--- config.mk ---
export PLATFORM = sky130hd
export DESIGN_NAME = exe_shift_sequencer_flat
export DESIGN_NICKNAME = d
export VERILOG_FILES = /design/src/rtl/exe_pkg.sv /design/src/rtl/exe_shift_sequencer_if.sv /design/src/rtl/exe_shift_sequencer_shift_step.sv /design/src/rtl/exe_shift_sequencer.sv /design/src/flat_wrapper.sv
export SDC_FILE = /design/constraint.sdc
export NUM_CORES = 1
export LEC_CHECK = 0
export CAP_MARGIN = 20
export CORE_AREA = 2 2 100 102
export CTS_CLUSTER_DIAMETER = 200
export DETAILED_ROUTE_END_ITERATION = 8
export DIE_AREA = 0 0 102 104
export GPL_TIMING_DRIVEN = 0
export PLACE_DENSITY = 0.61
export SLEW_MARGIN = 40
export SYNTH_ARGS = -nofsm -noshare
export SYNTH_HDL_FRONTEND = slang
export SYNTH_HIERARCHICAL = 1
export SYNTH_SLANG_ARGS = --single-unit
--- constraint.sdc ---
create_clock -name clk -period 2.55 [get_ports clk]
set_input_delay 0.51 -clock clk [delete_from_list [all_inputs] [get_ports clk]]
set_output_delay 0.51 -clock clk [all_outputs]
set_load 0.01 [all_outputs]
--- src/rtl/exe_pkg.sv ---
// Shared EXE-stage definitions: shift-type encoding (same as Shift_operand[6:5])
// and the shift sequencer state encoding / iteration-count helper.
package exe_pkg;

  localparam logic [1:0] SHIFT_LSL = 2'b00;
  localparam logic [1:0] SHIFT_LSR = 2'b01;
  localparam logic [1:0] SHIFT_ASR = 2'b10;
  localparam logic [1:0] SHIFT_ROR = 2'b11;

  typedef enum logic [1:0] {
    ST_IDLE  = 2'd0,
    ST_SHIFT = 2'd1,
    ST_DONE  = 2'd2
  } seq_state_t;

  // Number of one-bit steps needed to reproduce the ARM register-shift result.
  // LSL/LSR clamp at width+1 (one extra step flushes the carry to 0),
  // ASR saturates at width (all sign bits), ROR only cares about amt mod width.
  function automatic int unsigned iter_count(input int unsigned amt,
                                             input logic [1:0]  typ,
                                             input int unsigned width);
    int unsigned n;
    case (typ)
      SHIFT_ASR: n = (amt > width) ? width : amt;
      SHIFT_ROR: n = amt % width;
      default:   n = (amt > width + 1) ? width + 1 : amt;
    endcase
    return n;
  endfunction

endpackage

--- src/rtl/exe_shift_sequencer_if.sv ---
// Request/response bundle between the EXE stage and the shift sequencer.
interface exe_shift_sequencer_if #(
  parameter int WIDTH = 32,
  parameter int AMT_W = 8
);
  logic             req_valid;
  logic             req_ready;
  logic [WIDTH-1:0] req_rm;
  logic [AMT_W-1:0] req_amt;
  logic [1:0]       req_type;
  logic             req_carry_in;

  logic             resp_valid;
  logic             resp_ready;
  logic [WIDTH-1:0] resp_value;
  logic             resp_carry;

  // EXE side: issues requests, consumes results
  modport master (
    output req_valid, req_rm, req_amt, req_type, req_carry_in, resp_ready,
    input  req_ready, resp_valid, resp_value, resp_carry
  );

  // Sequencer side
  modport slave (
    input  req_valid, req_rm, req_amt, req_type, req_carry_in, resp_ready,
    output req_ready, resp_valid, resp_value, resp_carry
  );
endinterface

--- src/rtl/exe_shift_sequencer_shift_step.sv ---
// Combinational single-bit shift step; bit_o is the bit leaving the operand
// (for ROR, the bit wrapping around into the MSB).
module shift_step
  import exe_pkg::*;
#(
  parameter int WIDTH = 32
) (
  input  logic [WIDTH-1:0] val_i,
  input  logic [1:0]       type_i,
  output logic [WIDTH-1:0] val_o,
  output logic             bit_o
);

  // One step of the selected shift type
  always_comb begin
    val_o = val_i;
    bit_o = val_i[0];
    case (type_i)
      SHIFT_LSL: begin
        val_o = {val_i[WIDTH-2:0], 1'b0};
        bit_o = val_i[WIDTH-1];
      end
      SHIFT_LSR: val_o = {1'b0, val_i[WIDTH-1:1]};
      SHIFT_ASR: val_o = {val_i[WIDTH-1], val_i[WIDTH-1:1]};
      default:   val_o = {val_i[0], val_i[WIDTH-1:1]};
    endcase
  end

endmodule

--- src/rtl/exe_shift_sequencer.sv ---
// Multi-cycle shift-by-register sequencer for the EXE stage. Shifts one bit per
// cycle and presents Val2 plus shifter carry under a valid/ready handshake.
module exe_shift_sequencer
  import exe_pkg::*;
#(
  parameter int WIDTH = 32,
  parameter int AMT_W = 8
) (
  input  logic                 clk,
  input  logic                 rst_n,
  input  logic                 flush,
  exe_shift_sequencer_if.slave bus,
  output logic                 busy
);

  // Count must hold WIDTH+1 (LSL/LSR past the operand width)
  localparam int CNT_W = $clog2(WIDTH + 2);

  seq_state_t       state_q;
  logic [WIDTH-1:0] val_q;
  logic             carry_q;
  logic [1:0]       type_q;
  logic [CNT_W-1:0] cnt_q;
  logic             resp_valid_q;
  logic             busy_q;

  logic [CNT_W-1:0] cnt_d;
  logic             carry_d;
  logic             accept;
  logic [WIDTH-1:0] step_val;
  logic             step_bit;

  shift_step #(.WIDTH(WIDTH)) u_step (
    .val_i  (val_q),
    .type_i (type_q),
    .val_o  (step_val),
    .bit_o  (step_bit)
  );

  // Load values for an incoming request: step count and the carry that holds
  // when no step runs (amt=0 keeps C; ROR by a multiple of WIDTH gives the MSB)
  always_comb begin
    cnt_d   = CNT_W'(iter_count(32'(bus.req_amt), bus.req_type, WIDTH));
    carry_d = bus.req_carry_in;
    if (bus.req_amt != '0 && bus.req_type == SHIFT_ROR)
      carry_d = bus.req_rm[WIDTH-1];
  end

  // Ready in IDLE, or in DONE when the result leaves this cycle (back-to-back)
  assign bus.req_ready = rst_n &
                         ((state_q == ST_IDLE) ||
                          (state_q == ST_DONE && bus.resp_ready));

  // A flush drops any same-cycle request
  assign accept = bus.req_valid & bus.req_ready & ~flush;

  // Sequencer FSM with registered handshake outputs
  always_ff @(posedge clk or negedge rst_n) begin
    if (!rst_n) begin
      state_q      <= ST_IDLE;
      val_q        <= '0;
      carry_q      <= 1'b0;
      type_q       <= SHIFT_LSL;
      cnt_q        <= '0;
      resp_valid_q <= 1'b0;
      busy_q       <= 1'b0;
    end else if (flush) begin
      state_q      <= ST_IDLE;
      resp_valid_q <= 1'b0;
      busy_q       <= 1'b0;
    end else begin
      case (state_q)
        ST_IDLE: ;
        ST_SHIFT: begin
          val_q   <= step_val;
          carry_q <= step_bit;
          cnt_q   <= cnt_q - CNT_W'(1);
          if (cnt_q == CNT_W'(1)) begin
            state_q      <= ST_DONE;
            resp_valid_q <= 1'b1;
          end
        end
        ST_DONE: begin
          if (bus.resp_ready) begin
            state_q      <= ST_IDLE;
            resp_valid_q <= 1'b0;
            busy_q       <= 1'b0;
          end
        end
        default: state_q <= ST_IDLE;
      endcase
      // Accept overrides the DONE->IDLE exit so results stream without a bubble
      if (accept) begin
        val_q        <= bus.req_rm;
        type_q       <= bus.req_type;
        carry_q      <= carry_d;
        cnt_q        <= cnt_d;
        busy_q       <= 1'b1;
        if (cnt_d == '0) begin
          state_q      <= ST_DONE;
          resp_valid_q <= 1'b1;
        end else begin
          state_q      <= ST_SHIFT;
          resp_valid_q <= 1'b0;
        end
      end
    end
  end

  assign bus.resp_valid = resp_valid_q;
  assign bus.resp_value = val_q;
  assign bus.resp_carry = carry_q;
  assign busy           = busy_q;

endmodule

--- src/flat_wrapper.sv ---
// flat-port wrapper written by rule: the top's interface ports become plain ports
module exe_shift_sequencer_flat import exe_pkg::*;
#(
  parameter int WIDTH = 32,
  parameter int AMT_W = 8
)
  (clk, rst_n, flush, busy, bus_req_valid, bus_req_rm, bus_req_amt, bus_req_type, bus_req_carry_in, bus_resp_ready, bus_req_ready, bus_resp_valid, bus_resp_value, bus_resp_carry);
  exe_shift_sequencer_if #(.WIDTH(WIDTH), .AMT_W(AMT_W)) bus_i ();
  input  logic clk;
  input  logic rst_n;
  input  logic flush;
  output logic busy;
  input wire logic [$bits(bus_i.req_valid)-1:0] bus_req_valid;
  input wire logic [$bits(bus_i.req_rm)-1:0] bus_req_rm;
  input wire logic [$bits(bus_i.req_amt)-1:0] bus_req_amt;
  input wire logic [$bits(bus_i.req_type)-1:0] bus_req_type;
  input wire logic [$bits(bus_i.req_carry_in)-1:0] bus_req_carry_in;
  input wire logic [$bits(bus_i.resp_ready)-1:0] bus_resp_ready;
  output wire logic [$bits(bus_i.req_ready)-1:0] bus_req_ready;
  output wire logic [$bits(bus_i.resp_valid)-1:0] bus_resp_valid;
  output wire logic [$bits(bus_i.resp_value)-1:0] bus_resp_value;
  output wire logic [$bits(bus_i.resp_carry)-1:0] bus_resp_carry;
  assign bus_i.req_valid = bus_req_valid;
  assign bus_i.req_rm = bus_req_rm;
  assign bus_i.req_amt = bus_req_amt;
  assign bus_i.req_type = bus_req_type;
  assign bus_i.req_carry_in = bus_req_carry_in;
  assign bus_i.resp_ready = bus_resp_ready;
  assign bus_req_ready = bus_i.req_ready;
  assign bus_resp_valid = bus_i.resp_valid;
  assign bus_resp_value = bus_i.resp_value;
  assign bus_resp_carry = bus_i.resp_carry;
  exe_shift_sequencer #(.WIDTH(WIDTH), .AMT_W(AMT_W)) u_core (.clk(clk), .rst_n(rst_n), .flush(flush), .bus(bus_i), .busy(busy));
endmodule
======== After elaboration in Yosys (flattened, before gate mapping) ========
Cells that the tools add are included.
storage, ports and cells
  register bits after elaboration ......... 45
  latch bits .............................. 0
  memory bits (writable) .................. 0
  bits in read-only memories .............. 0
  input bits .............................. 48
  output and inout bits ................... 36
  logic and storage cells ................. 70
  memories kept ........................... 0
cells by class
  $add $sub $neg .......................... 1
  multiply operators ...................... 0
  divide/modulo/power cells ............... 0
  order comparisons ....................... 2
  equal/unequal tests ..................... 11
  shifts and indexed selects .............. 0
  muxes and demuxes ....................... 27
  bitwise logic cells ..................... 4
  reductions and logical operators ........ 17
operators with widths
  kind                   number
  $pmux W32 S3           1
  $mux W32               2
  $mux W6                4
  $gt A8 B6 Y1 const B   2
  $mux W1                12
  $pmux W6 S2            1
  $mux W2                5
  $reduce_and A3 Y1      3
  $eq A2 B2 Y1 const B   4
  $reduce_bool A8 Y1     1
  $eq A6 B1 Y1 const B   1
  $logic_not A6 Y1       1
  $pmux W2 S3            1
  $reduce_and A2 Y1      3
  $reduce_bool A3 Y1     2
  $sub A6 B1 Y6 const B  1
  $eq A2 B1 Y1 const B   2
  $logic_not A2 Y1       2
  $ne A4 B2 Y1 const B   1
  $ne A4 B3 Y1 const B   1
  $reduce_bool A4 Y1     1
  $and A1 B1 Y1          3
  $ne A3 B2 Y1 const B   1
  $logic_and A1 B1 Y1    2
  5 further kinds        5

======== Depth between registers and ports, before layout ========
  word-level depth ........................ 8
  mapped depth ............................ 8
  gate-level depth less buffers ........... 7

======== Modules after synthesis ========
The synthesis kept the hierarchy.
by module, submodules not included
  module               instances  cells each  area an instance (µm²)  seq. area each (µm²)
  exe_shift_sequencer  1          235         2,343.5                 1,126.1
  shift_step           1          38          427.9                   0.0

======== Worst setup path before layout ========
OpenSTA, ideal clock, no wires.
  path kind ............................... input port to flip-flop
  from .................................... input bus_req_amt[4]
  to ...................................... register u_core.carry_q (netlist: u_core/bus.resp_carry)
  setup time .............................. 133 ps
  data arrival time ....................... 1,907 ps
  data required time ...................... 2,417 ps
  slack ................................... 510 ps
  stages .................................. 5
  buffers on the path ..................... 0
  cells stage by stage .................... or4_4 -> or3_4 -> o311ai_4 -> mux2i_1 -> a21oi_2
on the way
  cells in the longest elaborated chain, start to end .. 4
ends and longest elaborated chain
  item                    line                       source
  start: declaration      flat_wrapper.sv:15         input wire logic [$bits(bus_i.req_amt)-1:0] bus_req_amt;
  $reduce_bool A8 Y1      exe_shift_sequencer.sv:45  if (bus.req_amt != '0 && bus.req_type == SHIFT_ROR)
  $logic_and A1 B1 Y1     exe_shift_sequencer.sv:45
  $mux W1                 exe_shift_sequencer.sv:45
  $mux W1                 exe_shift_sequencer.sv:93  if (accept) begin
  end signal: assignment  exe_shift_sequencer.sv:76  carry_q <= step_bit;
  end signal: assignment  exe_shift_sequencer.sv:96  carry_q <= carry_d;
  end: declaration        exe_shift_sequencer.sv:21  logic carry_q;
No other way between the ends.
A chain may end at the register's enable or synchronous reset.

======== Worst setup path in the final report ========
  from .................................... input bus_resp_ready
  to ...................................... output bus_req_ready
on the way
  cells in the longest elaborated chain, start to end .. 3
ends and longest elaborated chain
  item                 line                       source
  start: declaration   flat_wrapper.sv:18         input wire logic [$bits(bus_i.resp_ready)-1:0] bus_resp_ready;
  $logic_and A1 B1 Y1  exe_shift_sequencer.sv:52  (state_q == ST_DONE && bus.resp_ready));
  $logic_or A1 B1 Y1   exe_shift_sequencer.sv:51  ((state_q == ST_IDLE) ||
  $and A1 B1 Y1        exe_shift_sequencer.sv:50  assign bus.req_ready = rst_n &
  end: declaration     flat_wrapper.sv:19         output wire logic [$bits(bus_i.req_ready)-1:0] bus_req_ready;
No other way between the ends.

==> impl_summary.md <==
Logic synthesis
Yosys mapped a number of flops with a built-in enable equal to 0. The area fraction of the dominant cell type after synthesis is 40.6%. After Yosys synthesis, XOR and XNOR cells account for 0.632% of the synthesized area. The biggest area contributor in the post-synthesis netlist is sky130_fd_sc_hd__dfrtp_1. In the synthesized netlist, mux cells make up 26.0% of the area. Summing the sequential cell areas from Yosys gives 40.6% of the chip area. Dividing the synthesized area by the synthesized cell count gives 10.2 um^2. After synthesis, the largest family of logic cells by area is multiplexers. After technology mapping, the gate count stands at 273.

The net count of the mapped netlist is 326. The number of flip-flops and latches in the synthesized netlist is 45. The simple-gate share of the synthesized area is 12.2%. The prevailing post-synth register cell is sky130_fd_sc_hd__dfrtp_1. The number of synthesis warnings is 6. The mapped cell area is 2770 um^2. Yosys attributes the largest share of cell area to sky130_fd_sc_hd__dfrtp_1 (41%), sky130_fd_sc_hd__mux2_2 (13%), sky130_fd_sc_hd__mux2i_1 (12%). The async set-reset flop share out of synthesis is 100%. The count of distinct cell types in the synthesized netlist is 43. The adder-cell share of the synthesized area is 2.26%. The synthesized netlist devotes 14.4% of its cell area to compound gates.

Drt
For this block, the initial DRC count from the detailed router was 63. The routed layout has 2,362 vias. In the routed design, unresolved DRC markers number 0. Summed over all layers, the routed wires come to 7360 um.

The number of search-and-repair iterations in the first detailed-routing pass is 4. The detailed-route wire length per cell is 14.8 um. The post-detailed-route via-to-cell ratio is 4.74. The detail route stage leaves a number of antenna-violating nets equal to 0.

CTS
TritonCTS built the clock tree. The CTS buffer count is 5. The deepest level of the CTS H-tree is 2.

The largest buffer count on any clock path is 2. Clock-pin slew was measured on the worst setup and hold paths at 0.08 ns. The clock latency of the later-clocked register in the worst-skew pair is 0.30 ns. The clock sink total is 45. The cell sitting at the root of the clock tree is a sky130_fd_sc_hd__clkbuf_8.

Critical path
The top cell family by delay on the critical path is buffers and inverters. The worst setup path is captured at a primary output. The critical path is of the in2out type. The largest single stage delay on the critical path is 0.49 ns. The signal on the critical path passes through clkdlybuf4s50_1 > a21oi_1 > nor2b_1 > clkdlybuf4s50_1. The slowest stage cell on the critical path is sky130_fd_sc_hd__clkdlybuf4s50_1.

Counting both buffers and inverters, the worst setup path holds a total of 2. The category of the worst setup path launch point is a primary input. The data arrival at the endpoint of the critical path is 1.86 ns. Of all nets on the critical path, the largest fanout is 4. The cell that appears most often on the critical path is sky130_fd_sc_hd__clkdlybuf4s50_1. The required time of the critical path is 2.04 ns.

Timing
The number of pins with negative max-slew slack in the final report was 0. Setup repair after global routing left no endpoint under its margin. The clock period could shrink to 2.37 ns. The worst hold slack is 0.0614 ns. For the final database, setup skew stands at 0.00785 ns. For the pin with the worst max-slew slack, the measured transition is 0.723 ns. Headroom to the max-slew limit came out at 51.2%. The final number of setup-violating endpoints is 0. The number of hold violations in the final report is 0. The maximum operating frequency is 0.421 GHz. After layout, the worst path uses 93.1% of the clock period.

Power
Overall power consumption after layout is estimated at 3.28 mW. Summed over all cells, the static leakage comes to 1.72 nW. VDD sags by at most 248 uV.

In this run the power density over the cells is 841 nW/um^2.

Floorplanning
Pin placement for this block handled 84 I/O pins. The region available for standard cell placement spans 9550 um^2. The die is 102 um wide.

Measured along the y axis, the die boundary spans 104 um. Once the floorplan was initialized, standard cells occupied 29.0% of the core. The initialized floorplan defines 36 standard-cell rows.

The area of the die is 10,600 um^2.

GRT
Summed over all layers, the global routing overflow is 0. The via count of the first global-routing pass is 2,413. The wire length of the first global-routing pass is 11,900 um. The number of antenna violations at the first check in global routing is 0. Entering global routing, the biggest net connects 35 pins.

The total routing resource utilization after global routing is 14.0%.

Layout
The number of nets in the final layout is 417. The post-synthesis to final-layout area growth is 40.5%. The count of inserted antenna diode cells is 0.

The share of final-layout standard cells stronger than drive strength 1 is 16.4%. The count of cells in the finished layout, fillers not included, comes to 498.

Placement
The count of buffers added on input and output ports is 83. The number of cells in the design after placement is 490. Summed over all nets, the half-perimeter wirelength after detailed placement is 5640 um. The global placer's final weighted congestion is 0.810.

Run
The number of maximum-capacitance constraint violations is 0.

Run status
The flow ran to the end, and the final reports show no timing, DRC or antenna violations.

Worst hold path
The worst hold path belongs to the class in2async.
routing by layer:
layer | GRT usage [%] | up-vias | share of wire [%]
met5 | 0 | - | 0
met4 | 3.33 | 0 | 0.94
met3 | 2.76 | 8 | 5.0
met2 | 22.6 | 68 | 48
met1 | 19.3 | 1132 | 46
li1 | - | 1154 | -
sequential cells by signal, summed over array words and instances, names as in the netlist:
| register | count |
|---|---|
| u_core/state_q | 2 |
| u_core/bus.resp_carry | 1 |
| u_core/cnt_q | 6 |
| u_core/bus.resp_value | 32 |
| u_core/bus.resp_valid | 1 |
| u_core/busy | 1 |
| u_core/type_q | 2 |
cells by family (layout without fill, tap and decap cells):
logic type | count (synthesis) | count (layout)
muxes | 67 | 67
and+or+nand+nor | 70 | 70
buffers and inverters | 22 | 114
AOI/OAI and AO/OA | 62 | 62
DFF | 45 | 45
xor gates and xnor gates | 2 | 2
adders and majority gates | 5 | 5
layout by cell type (no fill, tap or decap), drive strengths merged, types with 2 or more instances in the layout:
master	n
nor3	3
o211ai	2
inv	6
mux2	35
nor4	2
buf	8
a21oi	8
nor4b	2
nand3	2
clkbuf	17
a211o	2
dfrtp	45
clkdlybuf4s50	82
nand2b	3
o2bb2ai	2
o22a	3
nor2	7
nor2b	4
o21ai	35
mux2i	32
ha	5
nand2	41
o21a	2
path summary, 6_finish.rpt:
kind | to | depth (start not counted) | start | slack (ns)
setup / recovery | bus_req_ready | 4 | bus_resp_ready | 0.18
hold / removal | u_core/cnt_q[2] | 1 | rst_n | 0.06
setup reg to reg | u_core/bus.resp_value[5] | 7 | u_core/state_q[1] | 0.28
hold reg to reg | u_core/busy | 2 | u_core/busy | 0.54
max in group asynchronous | u_core/bus.resp_value[31] | 2 | rst_n | 2.05
min in group clk | u_core/busy | 2 | u_core/busy | 0.54
per-stage QoR:
stage	worst slack (ns)	instance area (um^2)	utilization [%]	setup TNS [ns]
2_1_floorplan	0.510	2770	-	0
3_3_place_gp	-2.05	3770	39.5	-106.42
3_5_place_dp	-0.134	3790	39.7	-3.16
4_1_cts	0.173	3890	40.8	0
5_1_grt	0.0216	3890	40.8	0
6_report	0.176	3890	40.8	0
synth_stat cells (2+ instances only):
| cell type | n |
|---|---|
| sky130_fd_sc_hd__nand3_1 | 2 |
| sky130_fd_sc_hd__nor2b_1 | 4 |
| sky130_fd_sc_hd__nor4b_1 | 2 |
| sky130_fd_sc_hd__mux2_2 | 33 |
| sky130_fd_sc_hd__clkbuf_1 | 9 |
| sky130_fd_sc_hd__o2bb2ai_1 | 2 |
| sky130_fd_sc_hd__nand2_1 | 41 |
| sky130_fd_sc_hd__nor3_1 | 3 |
| sky130_fd_sc_hd__nand2b_1 | 3 |
| sky130_fd_sc_hd__o22a_1 | 3 |
| sky130_fd_sc_hd__dfrtp_1 | 45 |
| sky130_fd_sc_hd__o21ai_0 | 35 |
| sky130_fd_sc_hd__mux2_4 | 2 |
| sky130_fd_sc_hd__buf_1 | 3 |
| sky130_fd_sc_hd__a211o_1 | 2 |
| sky130_fd_sc_hd__a21oi_1 | 7 |
| sky130_fd_sc_hd__buf_6 | 3 |
| sky130_fd_sc_hd__mux2i_1 | 32 |
| sky130_fd_sc_hd__inv_1 | 6 |
| sky130_fd_sc_hd__ha_1 | 5 |
| sky130_fd_sc_hd__nor4_1 | 2 |
| sky130_fd_sc_hd__o21a_1 | 2 |
| sky130_fd_sc_hd__nor2_1 | 6 |
| sky130_fd_sc_hd__o211ai_1 | 2 |
area by class of cell:
type,instances,area (um^2)
buffer,16,85.1
multi-input combinational,206,1540
clock buffer,7,96.3
fill,973,5660
timing repair buffer,84,848
clock inverter,1,5.00
inverter,6,22.5
tap,133,166
sequential,45,1130
worst reg2reg max path, stage by stage (launching register included):
cell and delay, ns:
sky130_fd_sc_hd__dfrtp_1 0.38, sky130_fd_sc_hd__inv_1 0.08, sky130_fd_sc_hd__ha_1 0.27, sky130_fd_sc_hd__nand2b_1 0.10
sky130_fd_sc_hd__clkbuf_1 0.34, sky130_fd_sc_hd__buf_1 0.61, sky130_fd_sc_hd__mux2i_1 0.26, sky130_fd_sc_hd__o21ai_0 0.10
timing repair:
item	in CTS	in global routing
hold buffers	0	0
endpoints found under the setup margin	0	1
setup buffers	0	0
gates resized for setup	0	1
power breakdown:
part	switching, mW	internal [mW]	leakage [nW]
logic	0.595	0.942	1.10
registers	0.282	0.975	0.561
clock network	0.238	0.245	0.0542
total	1.11	2.16	1.72
(Power assumes the default switching activity.)
